File: src/rtl/clint_tick_agent.sv
// APB4 requester that arms CLINT mtimecmp for a drift-free periodic tick and clears MSIP.
// Define CLINT_TICK_AGENT_CNT_EN to add the 32-bit tick counter output tick_cnt_o.
module clint_tick_agent #(
  parameter logic [31:0] BASE_ADDR = 32'h0200_0000,
  parameter int unsigned SETTLE    = 2
) (
  input  logic        clk_i,
  input  logic        rst_n_i,
  input  logic        en_i,
  input  logic [31:0] period_i,
  input  logic        tmr_irq_i,
  input  logic        sfr_irq_i,
  output logic        tick_o,
  output logic        sfr_ack_o,
  output logic        busy_o,
  output logic        err_o,
`ifdef CLINT_TICK_AGENT_CNT_EN
  output logic [31:0] tick_cnt_o,
`endif
  output logic [31:0] paddr_o,
  output logic        psel_o,
  output logic        penable_o,
  output logic        pwrite_o,
  output logic [31:0] pwdata_o,
  output logic [3:0]  pstrb_o,
  input  logic [31:0] prdata_i,
  input  logic        pready_i,
  input  logic        pslverr_i
);

  localparam logic [31:0] OffMsip  = 32'h00;
  localparam logic [31:0] OffMtL   = 32'h04;
  localparam logic [31:0] OffMtH   = 32'h08;
  localparam logic [31:0] OffCmpL  = 32'h0C;
  localparam logic [31:0] OffCmpH  = 32'h10;
  localparam int unsigned CntW     = (SETTLE > 1) ? $clog2(SETTLE) : 1;

  typedef enum logic [3:0] {
    StIdle, StRdH1, StRdL, StRdH2, StWrClMax, StWrCh, StWrCl, StSettle, StWait, StClrMsip
  } state_e;

  state_e            state_q, state_d, ret_q, ret_d;
  logic              phase_q, phase_d;
  logic              en_q;
  logic              err_q, err_d;
  logic [31:0]       h1_q, h1_d, l_q, l_d, period_q, period_d;
  logic [63:0]       cmp_q, cmp_d;
  logic [CntW-1:0]   settle_q, settle_d;
  logic [31:0]       period_eff;
  logic              arm, done;

  assign period_eff = (period_i == '0) ? 32'd1 : period_i;
  assign arm        = (state_q == StIdle) && en_i && !en_q;
  assign done       = psel_o && penable_o && pready_i;
  assign busy_o     = (state_q != StIdle) && (state_q != StWait);
  assign err_o      = err_q;

  always_ff @(posedge clk_i or negedge rst_n_i) begin
    if (!rst_n_i) begin
      state_q  <= StIdle;
      ret_q    <= StIdle;
      phase_q  <= 1'b0;
      en_q     <= 1'b0;
      err_q    <= 1'b0;
      h1_q     <= '0;
      l_q      <= '0;
      period_q <= '0;
      cmp_q    <= '0;
      settle_q <= '0;
    end else begin
      state_q  <= state_d;
      ret_q    <= ret_d;
      phase_q  <= phase_d;
      en_q     <= en_i;
      err_q    <= err_d;
      h1_q     <= h1_d;
      l_q      <= l_d;
      period_q <= period_d;
      cmp_q    <= cmp_d;
      settle_q <= settle_d;
    end
  end

  always_comb begin
    state_d   = state_q;
    ret_d     = ret_q;
    phase_d   = phase_q;
    err_d     = err_q;
    h1_d      = h1_q;
    l_d       = l_q;
    period_d  = period_q;
    cmp_d     = cmp_q;
    settle_d  = settle_q;
    tick_o    = 1'b0;
    sfr_ack_o = 1'b0;
    if (!en_i) err_d = 1'b0;
    if (psel_o) phase_d = !phase_q ? 1'b1 : !pready_i;

    unique case (state_q)
      StIdle: begin
        if (arm) begin
          state_d  = StRdH1;
          period_d = period_eff;
        end else if (en_i && !err_q && sfr_irq_i) begin
          ret_d   = StIdle;
          state_d = StClrMsip;
        end
      end
      StRdH1: if (done) begin
        h1_d    = prdata_i;
        state_d = StRdL;
      end
      StRdL: if (done) begin
        l_d     = prdata_i;
        state_d = StRdH2;
      end
      StRdH2: if (done) begin
        // A changed high word means the low word carried between reads.
        if (prdata_i != h1_q) begin
          state_d = StRdH1;
        end else begin
          cmp_d   = {h1_q, l_q} + {32'h0, period_q};
          state_d = StWrClMax;
        end
      end
      StWrClMax: if (done) state_d = StWrCh;
      StWrCh:    if (done) state_d = StWrCl;
      StWrCl: if (done) begin
        settle_d = '0;
        state_d  = (SETTLE == 0) ? StWait : StSettle;
      end
      StSettle: begin
        if (!en_i) state_d = StIdle;
        else if (settle_q == CntW'(SETTLE - 1)) state_d = StWait;
        else settle_d = settle_q + 1'b1;
      end
      StWait: begin
        if (!en_i) begin
          state_d = StIdle;
        end else if (sfr_irq_i) begin
          ret_d   = StWait;
          state_d = StClrMsip;
        end else if (tmr_irq_i) begin
          tick_o  = 1'b1;
          cmp_d   = cmp_q + {32'h0, period_eff};
          state_d = StWrClMax;
        end
      end
      StClrMsip: if (done) begin
        sfr_ack_o = !pslverr_i;
        state_d   = ret_q;
      end
      default: state_d = StIdle;
    endcase

    // Errors and disable both end the sequence once the in-flight transfer completes.
    if (done && (pslverr_i || !en_i)) state_d = StIdle;
    if (done && pslverr_i) err_d = 1'b1;
  end

  always_comb begin
    psel_o    = 1'b0;
    penable_o = 1'b0;
    pwrite_o  = 1'b0;
    paddr_o   = '0;
    pwdata_o  = '0;
    pstrb_o   = '0;
    case (state_q)
      StRdH1, StRdH2: begin
        psel_o  = 1'b1;
        paddr_o = BASE_ADDR + OffMtH;
      end
      StRdL: begin
        psel_o  = 1'b1;
        paddr_o = BASE_ADDR + OffMtL;
      end
      StWrClMax, StWrCh, StWrCl, StClrMsip: begin
        psel_o   = 1'b1;
        pwrite_o = 1'b1;
        pstrb_o  = 4'hF;
        unique case (state_q)
          StWrClMax: begin
            paddr_o  = BASE_ADDR + OffCmpL;
            pwdata_o = 32'hFFFF_FFFF;
          end
          StWrCh: begin
            paddr_o  = BASE_ADDR + OffCmpH;
            pwdata_o = cmp_q[63:32];
          end
          StWrCl: begin
            paddr_o  = BASE_ADDR + OffCmpL;
            pwdata_o = cmp_q[31:0];
          end
          default: paddr_o = BASE_ADDR + OffMsip;
        endcase
      end
      default: ;
    endcase
    penable_o = psel_o && phase_q;
  end

`ifdef CLINT_TICK_AGENT_CNT_EN
  logic [31:0] tick_cnt_q;

  always_ff @(posedge clk_i or negedge rst_n_i) begin
    if (!rst_n_i)    tick_cnt_q <= '0;
    else if (arm)    tick_cnt_q <= '0;
    else if (tick_o) tick_cnt_q <= tick_cnt_q + 32'd1;
  end

  assign tick_cnt_o = tick_cnt_q;
`else
  // Tick counter not built.
`endif

endmodule

File: config.mk
export PLATFORM = sky130hd
export DESIGN_NAME = clint_tick_agent
export DESIGN_NICKNAME = d
export VERILOG_FILES = /design/src/rtl/clint_tick_agent.sv
export SDC_FILE = /design/constraint.sdc
export NUM_CORES = 1
export LEC_CHECK = 0
export ABC_CLOCK_PERIOD_IN_PS = 8550
export CORE_ASPECT_RATIO = 0.8
export CORE_UTILIZATION = 34
export CTS_CLUSTER_SIZE = 16
export DETAILED_ROUTE_END_ITERATION = 10
export HOLD_SLACK_MARGIN = 0.06
export SLEW_MARGIN = 0
export SYNTH_ARGS = -nofsm -noshare
export SYNTH_HDL_FRONTEND = slang
export SYNTH_SLANG_ARGS = --single-unit
File: constraint.sdc
create_clock -name clk_i -period 8.55 [get_ports clk_i]
set_clock_uncertainty 0.15 [all_clocks]
set_input_delay 1.2825 -clock clk_i [delete_from_list [all_inputs] [get_ports clk_i]]
set_output_delay 1.2825 -clock clk_i [all_outputs]
set_load 0.1 [all_outputs]
==> tab_implementation.tex <==
\begin{tabular}{lr}
\hline
Metric & Value \\
\hline
\multicolumn{2}{l}{\textbf{Cells and area}} \\
Share of post-route cells with drive strength above 1 & 11.9\% \\
Antenna diode count & 0 \\
Fillers & 3916 \\
Net total in the final layout & 1702 \\
Area growth from synthesis to layout & 14.4\% \\
\multicolumn{2}{l}{\textbf{Routing}} \\
Total detailed-routing wirelength & 47200 um \\
Avg WL per Cell & 22.8 um \\
Vias/cell & 5.77 \\
Total number of vias & 12000 \\
Drt initial violations & 1223 \\
DR pass1 iterations & 6 \\
Remaining antenna violation count after routing & 0 \\
DRC Markers & 0 \\
\multicolumn{2}{l}{\textbf{Global route}} \\
Final global-route overflow total & 0 \\
Initial antenna violation count & 1 \\
Wire length of the first global-routing pass & 70500 um \\
All-Layer GR Usage & 24.0\% \\
Via count of the first global-routing pass & 11000 \\
Maximum number of pins on one net before global-route repair & 99 \\
\multicolumn{2}{l}{\textbf{Clocking}} \\
Clock Tree Buf Depth & 2 \\
Clock Sink Count & 169 \\
Cell at the root of the clock tree & sky130\_fd\_sc\_hd\_\_clkbuf\_16 \\
Clock tree from TritonCTS & yes \\
Number of buffers added by the clock tree synthesis step & 17 \\
Number of cells upsized or downsized after cts & 0 \\
Clock Latency Late Sink & 0.46 ns \\
Clock transition at the registers of the reported paths & 0.07 ns \\
Buffers inserted by post-CTS timing repair & 0 \\
Max H-tree Level & 4 \\
Total of hold buffers inserted after clock tree synthesis & 0 \\
\multicolumn{2}{l}{\textbf{Die}} \\
Initial core utilization & 34.5\% \\
Core region area & 38200 um\^{}2 \\
Die Span X & 222 um \\
Die area & 39600 um\^{}2 \\
Die extent in y & 178 um \\
I/O pin count & 146 \\
Std-Cell Rows & 64 \\
\multicolumn{2}{l}{\textbf{Logic synthesis}} \\
Sequential-to-total area share from yosys stat & 32.1\% \\
Share of the synthesized area in the top cell type & 32.1\% \\
Top flip-flop cell by instance count after synthesis & sky130\_fd\_sc\_hd\_\_dfrtp\_1 \\
Synthesized cell area & 13200 um\^{}2 \\
Syn avg cell area & 8.65 um\^{}2 \\
Flop and latch count out of synthesis & 169 \\
Most frequent cell after synthesis & sky130\_fd\_sc\_hd\_\_a21oi\_1 \\
Ranking of synthesized cells by instance count & sky130\_fd\_sc\_hd\_\_a21oi\_1 (180), sky130\_fd\_sc\_hd\_\_dfrtp\_1 (169), sky130\_fd\_sc\_hd\_\_nand2\_1 (127) \\
Number of warnings issued by yosys & 0 \\
Library cell occupying the most area in the post-synthesis netlist & sky130\_fd\_sc\_hd\_\_dfrtp\_1 \\
Gate count of the mapped netlist & 1525 \\
Share of async-settable or async-resettable flops after synthesis & 100\% \\
Top area cells in the synthesized netlist & sky130\_fd\_sc\_hd\_\_dfrtp\_1 (32\%), sky130\_fd\_sc\_hd\_\_mux2\_2 (7.9\%), sky130\_fd\_sc\_hd\_\_a21oi\_1 (6.8\%), sky130\_fd\_sc\_hd\_\_ha\_1 (6.1\%), sky130\_fd\_sc\_hd\_\_xnor2\_1 (5.6\%) \\
Distinct cells, synth & 93 \\
Number of flops mapped to enable cells by yosys & 0 \\
\multicolumn{2}{l}{\textbf{Setup path}} \\
Worst setup slack for register-to-register paths & 4.83 ns \\
Cells on worst reg2reg path & 10 \\
Cell family contributing the most delay on the critical path & buffers and inverters \\
Path type of the worst setup path & in -> out \\
Combined buffer and inverter count along the critical path & 3 \\
Cell mode on critical path & sky130\_fd\_sc\_hd\_\_clkdlybuf4s50\_1 \\
Launch instance of the worst register-to-register path & state\_q[0]\$\_DFFE\_PN0P\_ \\
Crit path arrival time & 4.42 ns \\
Reg-to-Reg End & cmp\_q[51]\$\_DFFE\_PN0P\_ \\
CP Capture Type & primary output \\
Delay contributed by the slowest stage of the critical path & 1.24 ns \\
Category of the worst setup path launch point & input pin \\
Slowest stage cell, crit path & sky130\_fd\_sc\_hd\_\_clkdlybuf4s50\_1 \\
Required time of the critical path & 7.12 ns \\
Maximum fanout along the worst path & 14 \\
Stages on worst setup path & 5 \\
Ordered list of cells on the worst path & clkdlybuf4s50\_1 -> nor2b\_1 -> nand3\_1 -> clkinv\_1 -> clkdlybuf4s50\_1 \\
\multicolumn{2}{l}{\textbf{Outcome}} \\
Status & complete, no violations \\
\multicolumn{2}{l}{\textbf{STA}} \\
Min setup slack post-route & 2.70 ns \\
Slew of the pin with the lowest slew margin & 1.04 ns \\
Final Cycle Share & 68.5\% \\
Final setup viols & 0 \\
Max-slew violation count & 0 \\
Summed negative setup slack over all endpoints & 0 ns \\
Shortest clock period the worst path allows after layout & 5.85 ns \\
Hold Vio Cnt, Final & 0 \\
Unrepaired setup endpoints after global routing & no \\
Max transition margin & 30.4\% \\
Achievable frequency & 0.171 GHz \\
\multicolumn{2}{l}{\textbf{Worst hold path}} \\
Sink of the worst hold path & phase\_q\$\_DFFE\_PN0N\_ \\
Hold Startpoint & phase\_q\$\_DFFE\_PN0N\_ \\
Worst min path class & reg -> reg \\
Hold Crit Depth & 1 \\
\multicolumn{2}{l}{\textbf{Flow run}} \\
Max-cap violations & 0 \\
\multicolumn{2}{l}{\textbf{Placed design}} \\
Weighted congestion reported at the end of routability-driven placement & 0.970 \\
HPWL after detailed placement & 36900 um \\
\# port buffers & 117 \\
Worst Setup Slack post-DPL & 2.75 ns \\
\multicolumn{2}{l}{\textbf{Power}} \\
Total power of the final layout & 6.51 mW \\
Power density over the cells & 431 nW/um\^{}2 \\
VDD IR-drop max & 0.000166 V \\
Leakage component of the power & 6.15 nW \\
\hline
\end{tabular}
==> through the flow <==
step           util, %  instance area [um^2]  hold WS, ns  cells
5_1_grt           39.5                 15100        0.361   2073
4_1_cts           39.5                 15100        0.346   2073
3_3_place_gp      38.0                 14500        0.324   2041
6_report          39.5                 15100        0.343   2073
3_5_place_dp      38.0                 14500        0.332   2041
2_1_floorplan        -                 13300        0.313   1552
==> cell type report <==
| type | instances | area, um^2 | area share (%) |
|---|---|---|---|
| clock buffers | 18 | 439 | 2.91 |
| clock inverters | 14 | 131 | 0.871 |
| inverters | 58 | 218 | 1.44 |
| multi-input cells | 1190 | 8190 | 54.3 |
| flip-flops and latches | 169 | 4230 | 28.0 |
| well taps | 495 | 619 | 4.10 |
| repair buffers | 129 | 1260 | 8.37 |
==> cells in the final DEF, fill, tap and decap left out, types with 6 or more instances in the layout <==
cell type and n:
sky130_fd_sc_hd__buf_4 12, sky130_fd_sc_hd__ha_1 64, sky130_fd_sc_hd__clkdlybuf4s50_1 116, sky130_fd_sc_hd__a21oi_1 180, sky130_fd_sc_hd__and4_1 7, sky130_fd_sc_hd__mux2_2 93, sky130_fd_sc_hd__nand2_1 127, sky130_fd_sc_hd__xnor2_1 84
sky130_fd_sc_hd__conb_1 28, sky130_fd_sc_hd__clkbuf_16 17, sky130_fd_sc_hd__nor2_1 106, sky130_fd_sc_hd__nor2b_1 6, sky130_fd_sc_hd__nand4_1 35, sky130_fd_sc_hd__nor4_1 17, sky130_fd_sc_hd__nor3_1 29, sky130_fd_sc_hd__a32oi_1 6
sky130_fd_sc_hd__o21ai_0 77, sky130_fd_sc_hd__o21bai_1 11, sky130_fd_sc_hd__nand3_1 31, sky130_fd_sc_hd__dfrtp_1 169, sky130_fd_sc_hd__o31ai_1 8, sky130_fd_sc_hd__xor2_1 36, sky130_fd_sc_hd__a31oi_1 15, sky130_fd_sc_hd__o22ai_1 6
sky130_fd_sc_hd__nand2b_1 11, sky130_fd_sc_hd__a21o_1 25, sky130_fd_sc_hd__inv_1 56, sky130_fd_sc_hd__o21a_1 10, sky130_fd_sc_hd__and3_1 17, sky130_fd_sc_hd__o211ai_1 15, sky130_fd_sc_hd__or2_2 6, sky130_fd_sc_hd__a211oi_1 22
==> state kept, by name (all words and copies together), names as in the netlist <==
signal,cells
cmp_q,64
h1_q,32
l_q,32
period_q,32
state_q,4
en_q,1
err_o,1
phase_q,1
ret_q,1
settle_q,1
==> logic make-up after synthesis <==
group,synth area share [%]
muxes,8.44
buffers and inverters,6.72
DFF,32.1
AOI/OAI and AO/OA,21.4
other,0.0284
adders and majority gates,6.38
and+or+nand+nor,17.0
xor gates and xnor gates,7.97
==> worst reg2reg max path: cells and delay by family (launching register included) <==
| kind | cells | cell delay (ns) |
|---|---|---|
| flops | 1 | 0.37 |
| simple gates | 3 | 0.96 |
| buf+inv | 4 | 1.42 |
| compound gates | 3 | 0.69 |
==> worst max path at each step <==
stage               slack (ns)   endpoint                   start
floorplan                 1.36  sfr_ack_o  state_q[0]$_DFFE_PN0P_
global placement          2.79     tick_o                    en_i
detailed placement        2.75     tick_o                    en_i
CTS                       2.74     tick_o                    en_i
global route              2.54     tick_o                    en_i
finish                    2.70     tick_o                    en_i
==> where the power goes <==
part	switching [mW]	internal [mW]
combinational	2.69	1.45
sequential	0.453	1.13
clock	0.383	0.392
total	3.53	2.98
==> layer usage <==
metal  track usage [%]  share of wire, %  vias to the layer above
met3              8.83                11                       29
met1              35.7                48                     5872
li1                  -                 -                     5537
met2              32.4                39                      527
met4              5.03               1.5                        0
met5                 0                 0                        -
Note: power is estimated with default switching activity, not from simulation.
